[src/rtl/if_stage_if.sv]
// if_stage_if -- bus bundle between the fetch stage and its neighbours.
//
// Groups the instruction-ROM port, the execute redirect port, the decode
// valid/ready handshake and the debug/perf observation outputs.
//   master : the fetch stage (drives imem_*, id_*, debug_pc_out, perf_*)
//   slave  : the environment (ROM, execute, decode)
//
// Optional macro: IF_PERF_CNT_EN adds perf_fetch_cnt / perf_stall_cnt.
interface if_stage_if #(
    parameter int unsigned IMEM_AW = 10
);
    logic               imem_en;
    logic [IMEM_AW-1:0] imem_addr;
    logic [31:0]        imem_rdata;
    logic               redirect_valid;
    logic [31:0]        redirect_pc;
    logic               id_valid;
    logic [31:0]        id_pc;
    logic [31:0]        id_inst;
    logic               id_ready;
    logic [31:0]        debug_pc_out;
`ifdef IF_PERF_CNT_EN
    logic [31:0]        perf_fetch_cnt;
    logic [31:0]        perf_stall_cnt;
`endif

    modport master (
        output imem_en, imem_addr,
        input  imem_rdata,
        input  redirect_valid, redirect_pc,
        output id_valid, id_pc, id_inst,
        input  id_ready,
`ifdef IF_PERF_CNT_EN
        output perf_fetch_cnt, perf_stall_cnt,
`endif
        output debug_pc_out
    );

    modport slave (
        input  imem_en, imem_addr,
        output imem_rdata,
        output redirect_valid, redirect_pc,
        input  id_valid, id_pc, id_inst,
        output id_ready,
`ifdef IF_PERF_CNT_EN
        input  perf_fetch_cnt, perf_stall_cnt,
`endif
        input  debug_pc_out
    );
endinterface

[src/rtl/if_stage.sv]
// if_stage -- RISC-V instruction-fetch front end.
//
// Generates the PC, issues reads to a synchronous instruction ROM
// (1-cycle latency), buffers returned words in a 2-entry queue and hands
// {pc, inst} to decode over valid/ready. Execute redirects flush the queue
// and the in-flight response.
//
// Ports:
//   clk  : core clock
//   rst  : synchronous, active-high reset
//   bus  : if_stage_if.master
//          imem_en/imem_addr/imem_rdata   instruction ROM port
//          redirect_valid/redirect_pc     PC change request from execute
//          id_valid/id_pc/id_inst/id_ready decode handshake
//          debug_pc_out                   PC of last accepted instruction
//          perf_fetch_cnt/perf_stall_cnt  (only with IF_PERF_CNT_EN)
//
// Optional macro: IF_PERF_CNT_EN enables the performance counters.
module if_stage #(
    parameter logic [31:0] RESET_PC = 32'h0000_0000,
    parameter int unsigned IMEM_AW  = 10
) (
    input  logic       clk,
    input  logic       rst,
    if_stage_if.master bus
);
    localparam logic [31:0] NOP = 32'h0000_0013;

    logic [31:0] r_pc;
    logic [31:0] r_req_pc;
    logic        r_inflight;
    logic [1:0]  r_count;
    logic [31:0] r_head_pc;
    logic [31:0] r_head_inst;
    logic [31:0] r_tail_pc;
    logic [31:0] r_tail_inst;
    logic [31:0] r_debug_pc;

    logic        w_valid;
    logic        w_deq;
    logic        w_accept;
    logic        w_enq;
    logic        w_issue;
    logic [2:0]  w_occ;
    logic        w_unused;

    assign w_valid  = (r_count != 2'd0);
    assign w_deq    = w_valid & bus.id_ready;
    // A handshake coinciding with a redirect is void.
    assign w_accept = w_deq & ~bus.redirect_valid;
    assign w_enq    = r_inflight & ~bus.redirect_valid;
    // Words owned by the stage after this cycle's dequeue: queued + in flight.
    assign w_occ    = {1'b0, r_count} + {2'b00, r_inflight} - {2'b00, w_deq};
    assign w_issue  = ~rst & ~bus.redirect_valid & (w_occ < 3'd2);

    assign w_unused = &{1'b0, bus.redirect_pc[1:0]};

    assign bus.imem_en      = w_issue;
    assign bus.imem_addr    = r_pc[IMEM_AW+1:2];
    assign bus.id_valid     = w_valid;
    assign bus.id_pc        = r_head_pc;
    assign bus.id_inst      = r_head_inst;
    assign bus.debug_pc_out = r_debug_pc;

    always_ff @(posedge clk) begin
        if (rst) begin
            r_pc        <= RESET_PC;
            r_req_pc    <= RESET_PC;
            r_inflight  <= 1'b0;
            r_count     <= 2'd0;
            r_head_pc   <= '0;
            r_head_inst <= NOP;
            r_tail_pc   <= '0;
            r_tail_inst <= NOP;
            r_debug_pc  <= RESET_PC;
        end else if (bus.redirect_valid) begin
            r_pc       <= {bus.redirect_pc[31:2], 2'b00};
            r_inflight <= 1'b0;
            r_count    <= 2'd0;
        end else begin
            if (w_issue) begin
                r_req_pc <= r_pc;
                r_pc     <= r_pc + 32'd4;
            end
            r_inflight <= w_issue;

            if (w_accept) begin
                r_debug_pc <= r_head_pc;
            end

            // Head register is the output register; the tail only holds a
            // second word while decode is stalled.
            case ({w_enq, w_deq})
                2'b10: begin
                    if (r_count == 2'd0) begin
                        r_head_pc   <= r_req_pc;
                        r_head_inst <= bus.imem_rdata;
                    end else begin
                        r_tail_pc   <= r_req_pc;
                        r_tail_inst <= bus.imem_rdata;
                    end
                    r_count <= r_count + 2'd1;
                end
                2'b01: begin
                    if (r_count == 2'd2) begin
                        r_head_pc   <= r_tail_pc;
                        r_head_inst <= r_tail_inst;
                    end
                    r_count <= r_count - 2'd1;
                end
                2'b11: begin
                    if (r_count == 2'd2) begin
                        r_head_pc   <= r_tail_pc;
                        r_head_inst <= r_tail_inst;
                        r_tail_pc   <= r_req_pc;
                        r_tail_inst <= bus.imem_rdata;
                    end else begin
                        r_head_pc   <= r_req_pc;
                        r_head_inst <= bus.imem_rdata;
                    end
                end
                default: begin
                end
            endcase
        end
    end

`ifdef IF_PERF_CNT_EN
    logic [31:0] r_perf_fetch;
    logic [31:0] r_perf_stall;

    always_ff @(posedge clk) begin
        if (rst) begin
            r_perf_fetch <= '0;
            r_perf_stall <= '0;
        end else begin
            if (w_accept) begin
                r_perf_fetch <= r_perf_fetch + 32'd1;
            end
            if (w_valid & ~bus.id_ready) begin
                r_perf_stall <= r_perf_stall + 32'd1;
            end
        end
    end

    assign bus.perf_fetch_cnt = r_perf_fetch;
    assign bus.perf_stall_cnt = r_perf_stall;
`endif
endmodule

[src/flat_wrapper.sv]
// flat-port wrapper written by rule: the top's interface ports become plain ports
module if_stage_flat 
#(
    parameter logic [31:0] RESET_PC = 32'h0000_0000,
    parameter int unsigned IMEM_AW  = 10
)
  (clk, rst, bus_imem_en, bus_imem_addr, bus_imem_rdata, bus_redirect_valid, bus_redirect_pc, bus_id_valid, bus_id_pc, bus_id_inst, bus_id_ready, bus_debug_pc_out);
  if_stage_if #(.IMEM_AW(IMEM_AW)) bus_i ();
  input  logic clk;
  input  logic rst;
  output wire logic [$bits(bus_i.imem_en)-1:0] bus_imem_en;
  output wire logic [$bits(bus_i.imem_addr)-1:0] bus_imem_addr;
  input wire logic [$bits(bus_i.imem_rdata)-1:0] bus_imem_rdata;
  input wire logic [$bits(bus_i.redirect_valid)-1:0] bus_redirect_valid;
  input wire logic [$bits(bus_i.redirect_pc)-1:0] bus_redirect_pc;
  output wire logic [$bits(bus_i.id_valid)-1:0] bus_id_valid;
  output wire logic [$bits(bus_i.id_pc)-1:0] bus_id_pc;
  output wire logic [$bits(bus_i.id_inst)-1:0] bus_id_inst;
  input wire logic [$bits(bus_i.id_ready)-1:0] bus_id_ready;
  output wire logic [$bits(bus_i.debug_pc_out)-1:0] bus_debug_pc_out;
  assign bus_imem_en = bus_i.imem_en;
  assign bus_imem_addr = bus_i.imem_addr;
  assign bus_i.imem_rdata = bus_imem_rdata;
  assign bus_i.redirect_valid = bus_redirect_valid;
  assign bus_i.redirect_pc = bus_redirect_pc;
  assign bus_id_valid = bus_i.id_valid;
  assign bus_id_pc = bus_i.id_pc;
  assign bus_id_inst = bus_i.id_inst;
  assign bus_i.id_ready = bus_id_ready;
  assign bus_debug_pc_out = bus_i.debug_pc_out;
  if_stage #(.RESET_PC(RESET_PC), .IMEM_AW(IMEM_AW)) u_core (.clk(clk), .rst(rst), .bus(bus_i));
endmodule
[config.mk]
export PLATFORM = sky130hd
export DESIGN_NAME = if_stage_flat
export DESIGN_NICKNAME = d
export VERILOG_FILES = /design/src/rtl/if_stage_if.sv /design/src/rtl/if_stage.sv /design/src/flat_wrapper.sv
export SDC_FILE = /design/constraint.sdc
export NUM_CORES = 1
export LEC_CHECK = 0
export ABC_AREA = 1
export BUFFER_PORTS_ARGS = -buffer_cell sky130_fd_sc_hd__buf_4
export CORE_UTILIZATION = 46
export DETAILED_ROUTE_END_ITERATION = 12
export GPL_TIMING_DRIVEN = 0
export PLACE_DENSITY_LB_ADDON = 0.2
export REMOVE_ABC_BUFFERS = 1
export SETUP_SLACK_MARGIN = 0.4
export SLEW_MARGIN = 20
export SYNTH_ARGS = -nofsm -noshare
export SYNTH_HDL_FRONTEND = slang
export SYNTH_SLANG_ARGS = --single-unit
export TNS_END_PERCENT = 10
[constraint.sdc]
create_clock -name clk -period 8.2 [get_ports clk]
set_clock_uncertainty 0.05 [all_clocks]
set_input_delay 1.23 -clock clk [delete_from_list [all_inputs] [get_ports clk]]
set_output_delay 1.23 -clock clk [all_outputs]
set_load 0.005 [all_outputs]
; ---- Word-level counts from Yosys, hierarchy flattened
; Index checks and enable logic that the tools add are counted.
[op_classes]
addsub = 5
mul = 0
div_mod_pow = 0
order_cmp = 1
n_eq_ne = 8
shifts = 0
muxes = 17
bitwise = 7
n_reduce_logical = 11
[ops]
columns = operator, n
row1 = $mux 32, 12
row2 = $pmux 32 s3, 2
row3 = $pmux 32 s2, 2
row4 = $add 32x3->32 const B, 1
row5 = $reduce_and 4->1, 2
row6 = $reduce_bool 2->1, 4
row7 = $eq 2x2->1 const B, 3
row8 = $ne 2x1->1 const B, 3
row9 = $and 1x1->1, 5
row10 = $pmux 2 s2, 1
row11 = $reduce_and 2->1, 2
row12 = $add 2x1->3, 1
row13 = $lt 3x2->1 const B, 1
row14 = $reduce_bool 3->1, 1
row15 = $sub 3x1->3, 1
row16 = $add 2x1->2 const B, 1
row17 = $eq 2x1->1 const B, 1
row18 = $logic_not 2->1, 1
row19 = $ne 2x2->1 const B, 1
row20 = $not 1->1, 2
row21 = $reduce_or 2->1, 1
row22 = $sub 2x1->2 const B, 1
[word_totals]
regBits = 227
latchBits = 0
mem_bits_rw = 0
rom_bits = 0
inputBits = 68
mem_count = 0

; ---- Longest topological paths before layout
; Gate-level depths: netlist of run 1.
[logic_depth]
depth_word = 7
mapped_depth = 18
mapped_depth_nobuf = 16

; ---- Worst setup path after synthesis of run 1
; No wires, ideal clock.
[synth_timing]
path_kind = input -> output
from = input bus_id_ready
to = output bus_imem_en
arrival_ns = 2.979
required_ns = 6.920
setup_slack_ns = 3.941
stages = 12
path_cell_list = inv_1 > nor2_8 > buf_2 > buf_2 > nor2_1 > o21ai_0 > fa_1 > inv_1 > nor2_1 > nand2_2 > inv_1 > buf_2
[synth_between]
elab_chain_len = 4
[synth_lines]
columns = element, line_no
row1 = from (decl), flat_wrapper.sv:19  ; input wire logic [$bits(bus_i.id_ready)-1:0] bus_id_ready;
row2 = $and 1x1->1, if_stage.sv:48  ; assign w_deq = w_valid & bus.id_ready;
row3 = $sub 3x1->3, if_stage.sv:53  ; assign w_occ = {1'b0, r_count} + {2'b00, r_inflight} - {2'b00, w_deq};
row4 = $lt 3x2->1, if_stage.sv:54  ; assign w_issue = ~rst & ~bus.redirect_valid & (w_occ < 3'd2);
row5 = $and 1x1->1, if_stage.sv:54
row6 = to (decl), flat_wrapper.sv:11  ; output wire logic [$bits(bus_i.imem_en)-1:0] bus_imem_en;
; Every way passes these cells.

; ---- Final worst setup path of run 1
; Same ends and word-level chain as after synthesis.

==> results of run 1 <==
==> layout make-up <==
| type | count | area share |
|---|---|---|
| well taps | 270 | 0.0284 |
| clock buffers | 35 | 0.0617 |
| flip-flops and latches | 217 | 0.366 |
| repair buffers | 178 | 0.124 |
| clock inverters | 7 | 0.0137 |
| inverters | 131 | 0.0422 |
| multi-input cells | 911 | 0.364 |
==> flip-flops by register name, summed over array words and instances (netlist names) <==
register and count:
u_core.bus.id_pc 30, u_core.r_inflight 1, u_core.r_count 2, u_core.r_req_pc 30
u_core.bus.debug_pc_out 30, u_core.r_pc 30, u_core.r_tail_pc 30, u_core.bus.id_inst 32
u_core.r_tail_inst 32
==> cells by family (layout without fill, tap and decap cells) <==
logic type      count (synthesis)  count (layout)  share of synthesized area
buf+inv                       237             351                      0.107
flops                         217             217                      0.450
other cells                     1               4                   0.000388
fa+ha+maj                       5               5                    0.00725
xor+xnor                        2               2                    0.00181
simple gates                  538             538                      0.236
compound gates                362             362                      0.198
==> worst max-delay path: cells and delay by family <==
family,cells,cell delay [ns]
compound gates,1,0.13
buf+inv,8,1.45
fa+ha+maj,1,0.50
simple gates,4,0.89
==> power breakdown <==
part / switching (mW) / internal [mW]
registers: 0.0384 / 1.11
logic: 0.142 / 0.109
clock network: 0.424 / 0.773
total: 0.605 / 1.99
==> stage by stage <==
| stage | util | setup slack, ns | instance area [sq um] | std cells |
|---|---|---|---|---|
| after detailed placement | 0.538 | 2.65 | 11000 | 1707 |
| after CTS | 0.581 | 2.66 | 11900 | 1749 |
| after global routing | 0.581 | 2.39 | 11900 | 1749 |
| after floorplan | - | 2.79 | 9140 | 1259 |
| after global placement | 0.526 | 1.13 | 10700 | 1698 |
| final | 0.581 | 2.67 | 11900 | 1749 |
==> metal layers <==
| layer | track usage | vias to the layer above | routed length, um |
|---|---|---|---|
| met5 | 0 | - | 0 |
| met4 | 0.0572 | 0 | 332 |
| met3 | 0.0329 | 28 | 1420 |
| met2 | 0.372 | 237 | 11400 |
| met1 | 0.313 | 4040 | 11900 |
| li1 | - | 4664 | - |
==> path summary, 6_finish.rpt <==
check | from | to | slack, ns | cells after the start
max | bus_id_ready | bus_imem_en | 2.67 | 14
min | u_core.bus.debug_pc_out[24] | u_core.bus.debug_pc_out[24] | 0.41 | 2
max reg2reg | u_core.r_count[1] | u_core.r_pc[10] | 4.27 | 17
min reg2reg | u_core.bus.debug_pc_out[24] | u_core.bus.debug_pc_out[24] | 0.41 | 2
==> layout by cell type (no fill, tap or decap), types with 3 or more instances in the layout <==
| cell | synthesis | layout |
|---|---|---|
| o21ai_1 | 17 | 17 |
| ha_1 | 4 | 4 |
| nor2_1 | 192 | 192 |
| o211ai_1 | 5 | 5 |
| a21oi_1 | 117 | 117 |
| nand3_1 | 136 | 136 |
| inv_1 | 124 | 124 |
| clkbuf_8 | 0 | 7 |
| buf_4 | 27 | 169 |
| a31oi_1 | 4 | 4 |
| a21boi_0 | 3 | 3 |
| nand3b_1 | 10 | 10 |
| inv_2 | 6 | 4 |
| conb_1 | 1 | 4 |
| o21ai_0 | 192 | 192 |
| a211oi_1 | 17 | 17 |
| nand4_1 | 5 | 5 |
| clkbuf_1 | 48 | 3 |
| clkbuf_16 | 0 | 25 |
| nand2_1 | 186 | 185 |
| buf_16 | 0 | 5 |
| dfxtp_1 | 217 | 217 |
| bufinv_16 | 0 | 5 |
==> synth_stat cells (2+ instances only) <==
library cell,count,area (sq um)
o21ai_0,192,961
a21boi_0,3,22.5
o211ai_1,5,37.5
ha_1,4,50.1
buf_1,2,7.51
nor2_1,192,721
nand3_1,136,681
a31oi_1,4,25.0
clkbuf_1,48,180
buf_4,27,203
o21ai_1,17,85.1
inv_1,124,465
inv_2,6,22.5
and2_1,2,12.5
nand4_1,5,31.3
dfxtp_1,217,4340
a21oi_1,117,586
a211oi_1,17,128
nand2_1,186,698
o21a_1,2,15.0
buf_2,28,140
nand3b_1,10,75.1
==> qor.txt, run 1 <==
Tot GR Track Use - 0.227
Diode count - 0
Worst slew margin - 0.315
Clock transition at path regs - 0.06 ns
Drt wl/cell - 14.3 um
CP arrival - 4.25 ns
DP HPWL - 15200 um
Port bufs - 169
Final GP Congestion - 0.850
Cells after Synth - 1362
FP Rows - 52
Vias in the first global route - 8220
Post-synth EDFFs - 0
# fillers - 1976
Setup violators final - 0
Total CTS buffers - 24
Clock Latency Late Sink - 0.50 ns
PostCTS Resize Cnt - 0
Multi-input gate area - 4320 sq um
CTS tree - built
CTS Sinks - 217
Hold Slack - 0.410 ns
Iteration count of the initial detailed-routing pass - 5
Crit-path max FO - 71
Worst hold path class - flop to flop
Die H - 147 um
Root Buffer - clkbuf_16
Initial Utilization - 0.473
Nets - 1536
Sequential-to-total area share from yosys stat - 0.450
Max-slew violation count - 0
Die ar. - 21600 sq um
Post-Synthesis Cell Area - 9660 sq um
WL final - 25000 um
Via count - 8969
RSZ-0062 raised after global routing - false
#FFs+latches synth - 217
Initial antenna violation count - 0
Register area - 4340 sq um
Final setup TNS - 0 ns
Worst-margin pin slew - 1.03 ns
Maximum buffer depth of the clock tree - 3
Power per cell area - 219 nW/um^2
Largest net degree at the start of global routing - 155
Post-CTS Setup Inserts - 0
Die X - 147 um
Critical Path RT - 6.92 ns
Critical setup path kind - input port to primary output
CTS Hold Bufs - 0
GRT overflow - 0
Synth Flop Type - dfxtp_1
Async S/R FF share, synth - 0
Leakage - 5.04 nW
H-Tree Depth - 1
Yosys cell types - 40
Max VDD drop - 0.111 mV
Yosys warns - 0
First-pass GRT wire length - 41100 um
Core area - 20400 sq um
Crit path cell chain - buf_4 > inv_1 > nor2_8 > buf_12 > inv_2 > nor2_1 > o21ai_0 > fa_1 > inv_1 > nor2_1 > nand2_4 > buf_16 > inv_1 > buf_4
Post-Syn Area per Cell - 7.09 sq um
DR DRC count - 0
Outcome - finished clean
Vias per cell - 5.13
Layout area overhead - 22.9%
Critical Path Max Stage Delay - 0.50 ns
Final worst-path cycle share - 0.675
Startpoint Class - input port
Layout cells sized above 1 - 0.158
Post-route ant nets - 0
Fin. Hold Viols - 0
Fmax - 181 MHz
I/O pin count - 176
Overall Power - 2.60 mW
Crit path top cell by count - inv_1
Initial drt markers - 538
CP Capture Type - primary output
Critical path's slowest cell - fa_1
Crit path time final - 5.53 ns
Max cap viols - 0
Note: power is estimated with default switching activity, not from simulation.
==> run 2: changes to the inputs <==
--- a/config.mk
+++ b/config.mk
@@ -5,7 +5,7 @@
 export SDC_FILE = /design/constraint.sdc
 export NUM_CORES = 1
 export LEC_CHECK = 0
-export ABC_AREA = 1
+export ABC_AREA = 0
 export BUFFER_PORTS_ARGS = -buffer_cell sky130_fd_sc_hd__buf_4
 export CORE_UTILIZATION = 46
 export DETAILED_ROUTE_END_ITERATION = 12
==> constraint.sdc (replaced) <==
create_clock -name clk -period 5.7 [get_ports clk]
set_clock_uncertainty 0.05 [all_clocks]
set_input_delay 0.855 -clock clk [delete_from_list [all_inputs] [get_ports clk]]
set_output_delay 0.855 -clock clk [all_outputs]
set_load 0.005 [all_outputs]
==> run 2 against run 1 <==
Worst setup slack lost 1.8 ns. First-iteration DRC count is 35% lower. Clock power rose by 32%. Critical path depth down 7. Cell area fell by 5.3%. Non-clock buffer count up 7. Critical path type is now flop to primary output. Largest power group is now sequential cells.
==> qor.txt, run 2 <==
Flop-to-flop setup slack - 1.47 ns (-2.80 ns)
Fin. Hold Viols - 0 (unchanged)
Cells after Synth - 1099 (-19%)
DP HPWL - 14400 um (-5.3%)
Max VDD drop - 0.206 mV (+85%)
Post-synth top area cell - dfxtp_1
Power per cell area - 314 nW/um^2 (+44%)
Leakage - 4.11 nW (-18%)
Multi-input gate area - 4120 sq um (-4.7%)
Layout Cells excl Fill - 1485 (-15%)
WL final - 22400 um (-10%)
Setup violators final - 0 (unchanged)
CTS tree - built
Switching part of the total power - 0.231 (-0.00202)
Top-area cell type share of the netlist area - 0.488 (+0.0382)
Critical path's slowest cell - inv_4
CP arrival - 3.89 ns (-0.36 ns)
# fillers - 1754 (-11%)
Worst slack, placed - 0.858 ns (-1.79 ns)
Synth area leaders - dfxtp_1 (49%), nand2_1 (11%), a21oi_1 (7.8%)
Initial antenna violation count - 0 (unchanged)
Drt wl/cell - 15.1 um (+5.8%)
GRT overflow - 0 (unchanged)
Fmax - 209 MHz
GR Util met1 - 0.305 (-0.00847)
Via count - 7889 (-12%)
Post-layout util - 0.597 (+0.0157)
Die H - 141 um (-3.9%)
Startpoint Class - flop
Clock power share - 0.446 (-0.014)
Grt peak-use layer - met2
Nets - 1281 (-17%)
Register share of total power - 0.462 (+0.019)
Die ar. - 19900 sq um (-7.7%)
Crit path time final - 4.79 ns
Clock Latency Late Sink - 0.51 ns (about the same)
DR DRC count - 0 (unchanged)
Register area - 4340 sq um (unchanged)
Post-DP Area - 10400 sq um (-5.1%)
Vias per cell - 5.31 (+3.6%)
Max-slew violation count - 0 (unchanged)
Max cap viols - 0 (unchanged)
Crit-path max FO - 68 (-4.2%)
Layout area overhead - 26.3%
Core area - 18800 sq um (-7.8%)
Final Cell Area - 11200 sq um (-5.3%)
Post-Synthesis Cell Area - 8910 sq um (-7.8%)
Critical setup path kind - flop to primary output
Synth Flop Type - dfxtp_1
H-Tree Depth - 1 (unchanged)
#FFs+latches synth - 217 (unchanged)
Yosys warns - 0 (unchanged)
Vias in the first global route - 7247 (-12%)
Commonest non-fill, non-tap cell in the layout - nand2_1
Initial drt markers - 350 (-35%)
Worst slew margin - 0.384 (+0.0692)
Yosys cell types - 53 (+33%)
Worst-margin pin slew - 0.920 ns (-0.106 ns)
Crit path cell chain - o21ai_1 > nor2_1 > fa_1 > xnor2_2 > nand3_4 > inv_4 > buf_4
Initial Utilization - 0.473 (about the same)
Post-Syn Area per Cell - 8.10 sq um (+14%)
GR met3 Demand/Resource - 0.0418 (+0.00886)
Met2 usage - 0.366 (-0.00601)
Sw power - 0.814 mW (+35%)
Clock transition at path regs - 0.06 ns (about the same)
Most common cell in the netlist - nand2_1
Post-CTS Setup Inserts - 0 (unchanged)
Post-synth EDFFs - 0 (unchanged)
Sequential-to-total area share from yosys stat - 0.488 (+0.0382)
RSZ-0062 raised after global routing - false
Largest net degree at the start of global routing - 92 (-41%)
Critical Path RT - 4.80 ns (-2.12 ns)
FP Rows - 50 (-3.8%)
Diode count - 0 (unchanged)
Most frequent cells in the layout - nand2_1 (262), dfxtp_1 (217), buf_4 (168)
Placed Instances - 1442 (-16%)
Async S/R FF share, synth - 0 (unchanged)
I/O pin count - 176 (unchanged)
Maximum buffer depth of the clock tree - 3 (unchanged)
Worst hold path class - flop to flop
Internal power - 2.72 mW (+36%)
Outcome - finished clean
Final GP Congestion - 0.735 (-13%)
Die X - 141 um (-3.9%)
Total CTS buffers - 24 (unchanged)
Critical Path Max Stage Delay - 0.71 ns (+0.21 ns)
First-pass GRT wire length - 36900 um (-10%)
CP Capture Type - primary output
Root Buffer - clkbuf_16
Port bufs - 169 (unchanged)
Final Worst Setup Slack - 0.908 ns (-1.76 ns)
Layout cells sized above 1 - 0.192 (+0.0336)
Iteration count of the initial detailed-routing pass - 5 (unchanged)
CTS Sinks - 217 (unchanged)
Post-route ant nets - 0 (unchanged)
Commonest cells in the netlist - nand2_1 (263), dfxtp_1 (217), a21oi_1 (139)
Final worst-path cycle share - 0.841
Tot GR Track Use - 0.224 (-0.00280)
Logic pwr share - 0.091 (-0.006)
-- run 2: changes by cell type in the layout (fill, tap and decap cells not counted), sizes merged, moves of 11 or more --
cell / previous run / this run
o21ai: 209 / 15
nand3: 137 / 15
inv: 131 / 10
nor2: 195 / 81
nand2: 187 / 263
a22oi: 2 / 72
a211oi: 17 / 62
a21oi: 118 / 139
nor2b: 0 / 18
xor2: 1 / 13
o22ai: 0 / 11
-- run 2: cell families after synthesis --
| kind of cell | after synthesis | share of synthesized area |
|---|---|---|
| fa+ha+maj | 5 | 0.00787 |
| compound gates | 319 | 0.225 |
| other cells | 1 | 0.000421 |
| simple gates | 422 | 0.200 |
| mux | 3 | 0.00365 |
| flops | 217 | 0.488 |
| xor+xnor | 17 | 0.0176 |
| buf+inv | 115 | 0.0570 |
-- run 2: routing by layer --
| metal | wire, um | part of all wire |
|---|---|---|
| met2 | 10400 | 0.46 |
| met3 | 1480 | 0.066 |
| met4 | 357 | 0.016 |
| met5 | 0 | 0 |
| met1 | 10200 | 0.46 |
-- run 2: power groups by stage --
| stage | registers (mW) | logic [mW] | clock network [mW] |
|---|---|---|---|
| 6_report | 1.63 | 0.322 | 1.58 |
| 5_1_grt | 1.64 | 0.357 | 1.68 |
| 4_1_cts | 1.63 | 0.325 | 1.61 |
| 3_5_place_dp | 1.67 | 0.323 | 0 |
| 3_3_place_gp | 1.66 | 0.307 | 0 |
| 2_1_floorplan | 1.66 | 0.149 | 0 |
-- run 2: worst paths after layout --
check,start,to,cells past startpoint
worst min register to register,u_core.r_tail_pc[19],u_core.r_tail_pc[19],2
worst max-delay path,u_core.r_count[0],bus_imem_en,7
worst max register to register,u_core.r_count[0],u_core.r_pc[19],9
worst min-delay path,u_core.r_tail_pc[19],u_core.r_tail_pc[19],2
-- run 2: through the flow --
stage	TNS (ns)	hold slack, ns	total power, mW
6_report	0	0.403	3.53
5_1_grt	0	0.420	3.68
4_1_cts	0	0.404	3.57
3_5_place_dp	0	0.396	1.99
3_3_place_gp	-173.73	0.391	1.97
2_1_floorplan	-8.23	0.380	1.81
-- run 2: timing repair --
action / CTS / global route
endpoints found under the hold margin: 0 / 0
gates resized for setup: 0 / 2
setup endpoints to repair: 0 / 1
hold buffers: 0 / 0
-- run 2: layout make-up --
class,count,area share
Sequential cell,217,0.386
Multi-Input combinational cell,770,0.367
Timing Repair Buffer,185,0.142
Clock buffer,39,0.0665
Tap cell,260,0.0289
Clock inverter,4,0.00623
Inverter,10,0.00356
-- run 2: worst max-delay path: cells and delay by family (launching register included) --
family / cells / cell delay [ns]
AO/OA/AOI/OAI: 1 / 0.57
flip-flops: 1 / 0.43
buffers and inverters: 2 / 0.92
XOR/XNOR: 1 / 0.19
AND/OR/NAND/NOR: 2 / 0.75
adder cells (fa/ha/maj): 1 / 0.46
